$ cat src/rtl/prog_loader_pkg.sv
// Shared types and constants for the instruction-memory program loader.
package prog_loader_pkg;

  localparam int FIELD_W = 8;
  localparam logic [FIELD_W-1:0] SYNC_BYTE = 8'hA5;

  typedef enum logic [2:0] {
    S_IDLE,
    S_LEN,
    S_DATA,
    S_CSUM,
    S_DONE,
    S_ERR
  } state_t;

endpackage

$ cat src/rtl/prog_loader.sv
// Loads a framed byte stream (SYNC, LEN, data, CSUM) into instruction memory
// and holds the core in reset until a frame with a matching checksum is stored.
module prog_loader
  import prog_loader_pkg::*;
#(
  parameter int                 ADDR_W = 4,
  parameter logic [FIELD_W-1:0] SYNC   = SYNC_BYTE
) (
  input  logic               clk,
  input  logic               rst,
  input  logic [FIELD_W-1:0] in_data,
  input  logic               in_valid,
  output logic               in_ready,
  output logic               mem_we,
  output logic [ADDR_W-1:0]  mem_addr,
  output logic [FIELD_W-1:0] mem_wdata,
  output logic               cpu_hold,
  output logic               load_done,
  output logic               load_err,
  output logic               busy
);

  // cnt must hold the full depth, one more than the largest address
  localparam int CNT_W = ADDR_W + 1;
  localparam logic [FIELD_W:0] DEPTH = (FIELD_W + 1)'(2 ** ADDR_W);

  state_t             state;
  logic [CNT_W-1:0]   cnt;
  logic [FIELD_W-1:0] acc;
  logic [ADDR_W-1:0]  addr;
  logic               accept;

  // Stall the stream while a write is on the port, so DATA takes at most one byte per two cycles.
  assign in_ready = !mem_we && (state != S_DONE) && (state != S_ERR);
  assign busy     = (state != S_IDLE);
  assign accept   = in_valid && in_ready;

  // NOTE: every register here uses <= so all updates see the same pre-edge values.
  always_ff @(posedge clk) begin
    if (rst) begin
      state     <= S_IDLE;
      cnt       <= '0;
      acc       <= '0;
      addr      <= '0;
      mem_we    <= 1'b0;
      mem_addr  <= '0;
      mem_wdata <= '0;
      cpu_hold  <= 1'b1;
      load_done <= 1'b0;
      load_err  <= 1'b0;
    end else begin
      mem_we <= 1'b0;
      unique case (state)
        S_IDLE: begin
          if (accept && in_data == SYNC) begin
            state     <= S_LEN;
            load_done <= 1'b0;
            load_err  <= 1'b0;
            cpu_hold  <= 1'b1;
          end
        end
        S_LEN: begin
          if (accept) begin
            if (in_data == '0 || {1'b0, in_data} > DEPTH) begin
              state    <= S_ERR;
              load_err <= 1'b1;
            end else begin
              state <= S_DATA;
              cnt   <= in_data[CNT_W-1:0];
              acc   <= in_data;
              addr  <= '0;
            end
          end
        end
        S_DATA: begin
          if (accept) begin
            mem_we    <= 1'b1;
            mem_wdata <= in_data;
            mem_addr  <= addr;
            addr      <= addr + 1'b1;
            acc       <= acc + in_data;
            cnt       <= cnt - 1'b1;
            if (cnt == CNT_W'(1)) state <= S_CSUM;
          end
        end
        S_CSUM: begin
          if (accept) begin
            if (in_data == acc) begin
              state     <= S_DONE;
              load_done <= 1'b1;
              cpu_hold  <= 1'b0;
            end else begin
              state    <= S_ERR;
              load_err <= 1'b1;
            end
          end
        end
        S_DONE:  state <= S_IDLE;
        S_ERR:   state <= S_IDLE;
        default: state <= S_IDLE;
      endcase
    end
  end

endmodule

$ cat config.mk
export PLATFORM = sky130hd
export DESIGN_NAME = prog_loader
export DESIGN_NICKNAME = d
export VERILOG_FILES = /design/src/rtl/prog_loader_pkg.sv /design/src/rtl/prog_loader.sv
export SDC_FILE = /design/constraint.sdc
export NUM_CORES = 1
export LEC_CHECK = 0
export CAP_MARGIN = 5
export CORE_UTILIZATION = 45
export DETAILED_ROUTE_END_ITERATION = 16
export PLACE_DENSITY = 0.73
export SETUP_SLACK_MARGIN = 0.4
export SLEW_MARGIN = 20
export SYNTH_ARGS = -nofsm -noshare
export SYNTH_HDL_FRONTEND = slang
export SYNTH_SLANG_ARGS = --single-unit
$ cat constraint.sdc
create_clock -name clk -period 2.2 [get_ports clk]
set_clock_uncertainty 0.1 [all_clocks]
set_input_delay 0.22 -clock clk [delete_from_list [all_inputs] [get_ports clk]]
set_output_delay 0.22 -clock clk [all_outputs]
set_load 0.05 [all_outputs]
==> results of run 1 <==
per-layer routing:
layer  track usage, %  part of all wire, %
met5                0                    0
met4             9.30                  2.9
met3             4.94                  7.0
met2             45.2                   49
met1             33.9                   41
sequential cells by signal, indices dropped and copies added, names as in the netlist:
register,flops
acc,8
addr,4
cnt,5
cpu_hold,1
load_done,1
load_err,1
mem_addr,4
mem_wdata,8
mem_we,1
state,3
Yosys cell counts (2+ instances only):
cell and count:
a211oi_1 7, a21boi_0 2, a21o_1 3, a21oi_1 30, a311oi_1 6, a31oi_1 3, buf_2 3, clkbuf_1 10
dfxtp_1 36, ha_1 10, inv_1 11, mux2i_1 2, nand2_1 39, nand2b_1 6, nand3_1 5, nand4_1 5
nor2_1 15, nor2b_1 3, nor3_1 5, nor3b_1 2, nor4_1 3, o211ai_1 2, o21ai_0 9, o31a_1 2
o31ai_1 3, o41ai_1 2, or2_2 2, or3_1 2, or4_1 3, xnor2_1 3
layout by cell type (no fill, tap or decap), types with 6 or more instances in the layout:
cell type / instances
inv_1: 10
nand2_1: 39
ha_4: 6
buf_4: 36
nor2_1: 11
clkdlybuf4s50_1: 11
dfxtp_1: 31
o21ai_0: 6
a21oi_1: 28
dlymetal6s2s_1: 8
tightest hold or removal path: cells and delay by family:
family	cells	cell delay, ns
simple gates	1	0.05
buf+inv	2	0.30
compound gates	1	0.05
repair_timing:
| action | CTS | global route |
|---|---|---|
| cloned | 0 | 0 |
| endpoints found under the hold margin | 0 | 0 |
| buffers inserted | 5 | 4 |
| endpoints found under the setup margin | 25 | 30 |
| gates resized for setup | 49 | 37 |
| pin swaps | 7 | 12 |
power groups by stage:
| stage | Combinational [mW] | Sequential (mW) | Clock (mW) |
|---|---|---|---|
| floorplan | 0.0566 | 0.668 | 0 |
| global route | 0.170 | 0.652 | 0.632 |
| detailed placement | 0.130 | 0.668 | 0 |
| CTS | 0.145 | 0.652 | 0.608 |
| global placement | 0.129 | 0.668 | 0 |
| finish | 0.162 | 0.652 | 0.608 |
per-stage QoR:
step / setup WS, ns / instance area (um2) / total power, mW
3_5_place_dp: -0.361 / 2580 / 0.797
6_report: 0.286 / 3080 / 1.42
2_1_floorplan: 0.278 / 2070 / 0.725
3_3_place_gp: -0.333 / 2580 / 0.796
5_1_grt: 0.219 / 3080 / 1.45
4_1_cts: 0.305 / 2900 / 1.41
how the worst max path moves through the flow:
| stage | slack (ns) | cells past startpoint | from | to |
|---|---|---|---|---|
| after floorplan | 0.28 | 6 | state[0] | acc[7] |
| final | 0.29 | 4 | state[1] | acc[7] |
| after global placement | -0.33 | 7 | in_data[1] | cpu_hold |
| after CTS | 0.30 | 5 | state[1] | cpu_hold |
| after global routing | 0.22 | 6 | state[1] | cnt[2] |
| after detailed placement | -0.36 | 7 | in_data[1] | cpu_hold |
cell type report:
cell class,count,area share [%]
repair buffers,71,21.1
inverters,11,1.34
flip-flops and latches,36,23.6
clock buffers,5,2.23
well taps,52,2.11
multi-input cells,194,48.1
clock inverters,3,1.50
logic make-up after synthesis:
family,synth area share [%]
muxes,0.981
AOI/OAI and AO/OA,26.2
adders and majority gates,7.11
buffers and inverters,5.52
DFF,35.3
xor gates and xnor gates,1.29
and+or+nand+nor,23.5
==> impl_results.md, run 1 <==
* Asr flop ratio synth at 0%
* Nets at 341
* Post-layout util at 70.8%
* Min Tclk post-route at 1.91 ns
* Netlist cell types at 52
* Slew HR at 64.4%
* Post-synth EDFFs at 0
* Final slew viol count at 0
* Hold endpoint: mem_wdata[7]
* RR Startpoint: state[1]
* Avg Cell Area, Syn at 7.97 um2
* Count of hold-fix buffers inserted at cts at 0
* YS warnings at 0
* Fill count at 299
* Reg-to-reg slack, setup at 0.29 ns
* First-pass GRT wire length at 10.3 mm
* Reg power frac at 45.9%
* Setup Crit Path Kind: reg -> reg
* Leak at 1.23 nW
* Switching fraction of total power at 25.3%
* Row count at 24
* Die Area at 4810 um2
* Crit. End Element: flip-flop
* Grt ovf at 0
* Status: completed
* Initial antenna violation count at 0
* Die span in x at 69.3 um
* Wire per inst at 18.1 um
* Clk root buf: clkbuf_8
* Post-Route WL at 6.75 mm
* Drt drc at 0
* Clk slew on worst S/H paths at 0.08 ns
* Remaining antenna violation count after routing at 0
* Post-synth net total at 278
* Power Density at 461 nW/um2
* FMAX at 0.523 GHz
* Slowest stage cell, crit path: or4_1
* Number of clock sinks at 36
* WHS Path Cells at 4
* Flops & latches, synth at 36
* CP arrival at 2.04 ns
* IO Count at 29
* Worst-skew pair later-pin latency at 0.29 ns
* R2r endpoint: acc[7]
* Tot GR Track Use at 26.7%
* Main synth FF type: dfxtp_1
* Vias per inst at 6.16
* Post-Route Setup TNS at 0 ns
* DP Wirelength at 4.18 mm
* # diodes at 0
* Initial DRT Pass Iterations at 5
* Fin. Hold Viols at 0
* CTS buffer count at 5
* Clk network pwr share at 42.8%
* Combinational power share at 11.4%
* Longest Clk Path Bufs at 2
* Placed cell count at 355
* Port bufs at 28
* Synthesized area at 2040 um2
* Multi-input gate area at 1480 um2
* Crit path max fanout at 5
* Tcrit/Tclk final at 87.0%
* Vias in the first global route at 2107
* Fin cells at 372
* Largest net degree at the start of global routing at 34
* RSZ-0062 raised after global routing: true
* Starting Density at 46.9%
* DR vias at 2290
* Worst EP required at 2.32 ns
* Worst hold path class: in -> reg
* Area leader, netlist: dfxtp_1
* Area contributors post-synth: dfxtp_1 35%, a21oi_1 7.4%, nand2_1 7.2%, ha_1 6.1%, nor2_1 2.8%
* Max_cap viols at 0
* TritonCTS clock tree: done
* Net Sw Power at 360 uW
* 1st-iter DRT viols at 196
* Worst Path Buf+Inv at 0
* Post-synth top area share at 35.3%
* FF+latch area at 727 um2
* Peak supply drop at 0.409 mV
* Peak per-stage delay on the critical path at 0.50 ns
* Hold slack final at 0.269 ns
* Worst slew pin tran at 0.533 ns
* Layout area overhead at 51.1%
* Critical path cell sequence: or3b_4 -> or2_4 -> or4_1 -> a31oi_1
* Cell family with the largest share of critical-path delay: simple AND/OR/NAND/NOR gates
* R2R cell count at 4
* H-tree levels at 2
* Share of layout cells above drive strength 1 at 32.5%
* Pint at 1.06 mW
* Cells after Synth at 256
* Chip Height at 69.3 um
* Hold_sp: in_data[7]
* Register area share after synthesis at 35.3%
* Final setup viols at 0
* Startpoint type of the worst setup path: flip-flop
* Core area at 4350 um2
* RD Place Congestion at 0.902
No activity file was read; power rests on OpenSTA's default activity.
==> run 2, diff against run 1 <==
Settings changed: CORE_ASPECT_RATIO set to 0.6.
==> run 2 against run 1 <==
  * Sequential share of layout area up 0.27 points
  * Sequential cell count unchanged
  * Via count up 1.8%
  * Count of clock-buffer cells in the layout up 2
  * Combinational power up 4%
  * Worst setup slack better by 0.0029 ns
  * Clock power down 17%
  * Highest routed layer unchanged
==> impl_results.md, run 2 (synthesized netlist as in run 1, its figures left out) <==
* DP Wirelength at 4.41 mm (+5.4%)
* Crit. End Element: flip-flop
* Total chip power at 1.32 mW (-6.9%)
* Worst Path Buf+Inv at 1 (+1)
* Remaining antenna violation count after routing at 0 (unchanged)
* Layout area overhead at 50.6%
* Cell family with the largest share of critical-path delay: simple AND/OR/NAND/NOR gates
* Count of hold-fix buffers inserted at cts at 0 (unchanged)
* Slowest stage cell, crit path: or4_4
* FMAX at 0.523 GHz (+0.15%)
* Initial DRT Pass Iterations at 5 (unchanged)
* RSZ-0062 raised after global routing: true
* Top cell by count, worst path: or4_4
* Fill count at 357 (+19%)
* Leak at 1.19 nW (-3.3%)
* Setup Crit Path Kind: reg -> reg
* Commonest non-fill, non-tap cells in the layout: 45 x buf_4, 39 x nand2_1, 30 x dfxtp_1, 28 x a21oi_1, 13 x clkdlybuf4s50_1
* Core area at 4230 um2 (-2.8%)
* Worst EP required at 2.30 ns (-0.02 ns)
* Fin cells at 390 (+4.8%)
* Wire per inst at 18.0 um (-0.67%)
* Die span in x at 88.9 um (+28%)
* Slew HR at 66.0% (+1.6 points)
* CP arrival at 2.01 ns (-0.03 ns)
* Vias per inst at 5.98 (-2.9%)
* Nets at 351 (+2.9%)
* H-tree levels at 2 (unchanged)
* First-pass GRT wire length at 10.1 mm (-1.2%)
* Share of layout cells above drive strength 1 at 33.6% (+1.1 points)
* RD Place Congestion at 0.960 (+6.4%)
* Final WS setup at 0.289 ns (+0.00293 ns)
* Critical path cell sequence: or4_4 -> or4_4 -> a21oi_4 -> buf_6 -> nand2b_1 -> a21oi_1
* # diodes at 0 (unchanged)
* Max_cap viols at 0 (unchanged)
* Tcrit/Tclk final at 86.8% (-0.13 points)
* Most common cell after layout, fill and taps aside: buf_4
* Port bufs at 28 (unchanged)
* TritonCTS clock tree: done
* Clk root buf: clkbuf_8
* Peak supply drop at 0.306 mV (-25%)
* 1st-iter DRT viols at 212 (+8.2%)
* Initial antenna violation count at 0 (unchanged)
* DR vias at 2332 (+1.8%)
* Crit path max fanout at 5 (unchanged)
* IO Count at 29 (unchanged)
* Fin. Hold Viols at 0 (unchanged)
* Top Registers: acc x8, mem_wdata x8, cnt x5
* Longest Clk Path Bufs at 2 (unchanged)
* Number of clock sinks at 36 (unchanged)
* Worst-skew pair later-pin latency at 0.30 ns (about the same)
* Setup WS pre-CTS at -0.362 ns (-0.000911 ns)
* Vias in the first global route at 2021 (-4.1%)
* Drt drc at 0 (unchanged)
* Final slew viol count at 0 (unchanged)
* Final setup viols at 0 (unchanged)
* Chip Height at 54.2 um (-22%)
* Row count at 18 (-25%)
* Worst slew pin tran at 0.509 ns (-0.0237 ns)
* Placed cell count at 367 (+3.4%)
* Post-Route WL at 7.03 mm (+4.1%)
* Startpoint type of the worst setup path: flip-flop
* Starting Density at 48.2% (+1.3 points)
* Die Area at 4820 um2 (+0.18%)
* Post-layout util at 72.6% (+1.8 points)
* CTS buffer count at 5 (unchanged)
* Worst hold path class: in -> reg
* Power Density at 431 nW/um2 (-6.6%)
* Tot GR Track Use at 29.0% (+2.3 points)
* Grt ovf at 0 (unchanged)
* Peak per-stage delay on the critical path at 0.46 ns (-0.04 ns)
* Status: completed
* Clk slew on worst S/H paths at 0.08 ns (about the same)
* Largest net degree at the start of global routing at 22 (-35%)
* Min Tclk post-route at 1.91 ns (-0.00293 ns)
[run 2: cell types whose count changed in the layout (fill, tap and decap cells not counted), sizes merged]
cell | before | now
clkbuf | 5 | 9
dlymetal6s2s | 8 | 5
dlygate4sd2 | 5 | 4
clkdlybuf4s15 | 4 | 1
buf | 43 | 55
bufinv | 1 | 0
clkdlybuf4s50 | 11 | 13
inv | 12 | 11
nor2 | 15 | 16
[run 2: report_power, final]
group          internal, mW  switching, mW  total (mW)
logic                0.0720         0.0956       0.168
clock network         0.255          0.252       0.506
registers             0.649       0.000752       0.650
total                 0.976          0.348        1.32
[run 2: per-stage QoR]
step | TNS [ns] | area, um2 | hold slack (ns)
after floorplan | 0 | 2070 | 0.256
after global placement | -4.57 | 2620 | 0.342
after detailed placement | -5.52 | 2620 | 0.346
after CTS | 0 | 2920 | 0.126
after global routing | 0 | 3070 | 0.142
final | 0 | 3070 | 0.131
[run 2: path summary, 6_finish.rpt]
| path | from | endpoint | slack, ns | cells after the start |
|---|---|---|---|---|
| setup reg to reg | state[1] | load_done | 0.29 | 6 |
| hold reg to reg | mem_wdata[7] | mem_wdata[7] | 0.35 | 2 |
| hold / removal | in_data[1] | mem_wdata[1] | 0.13 | 3 |
| setup / recovery | state[1] | load_done | 0.29 | 6 |
[run 2: metal layers]
metal / global-route usage [%] / routed length [um]
met1: 41.0 / 3180
met2: 43.8 / 3150
met3: 6.60 / 596
met4: 9.26 / 93
met5: 0 / 0
[run 2: area by class of cell]
| type | count | area, um2 | area share, % |
|---|---|---|---|
| multi-input combinational | 195 | 1460 | 47.4 |
| sequential | 36 | 733 | 23.9 |
| timing repair buffer | 80 | 674 | 21.9 |
| clock buffer | 7 | 86.3 | 2.81 |
| tap | 60 | 75.1 | 2.44 |
| inverter | 11 | 41.3 | 1.34 |
| clock inverter | 1 | 7.51 | 0.244 |
[run 2: worst reg2reg max path, delay by kind of cell, from the launching register on]
kind / cells / cell delay, ns
AND/OR/NAND/NOR: 3 / 1.00
buffers and inverters: 1 / 0.11
flip-flops: 1 / 0.37
AO/OA/AOI/OAI: 2 / 0.23
[run 2: what timing repair did]
item	CTS	global route
pin swaps	11	13
resized for setup	51	39
gates cloned	0	2
setup buffers	6	7
setup endpoints to repair	24	34
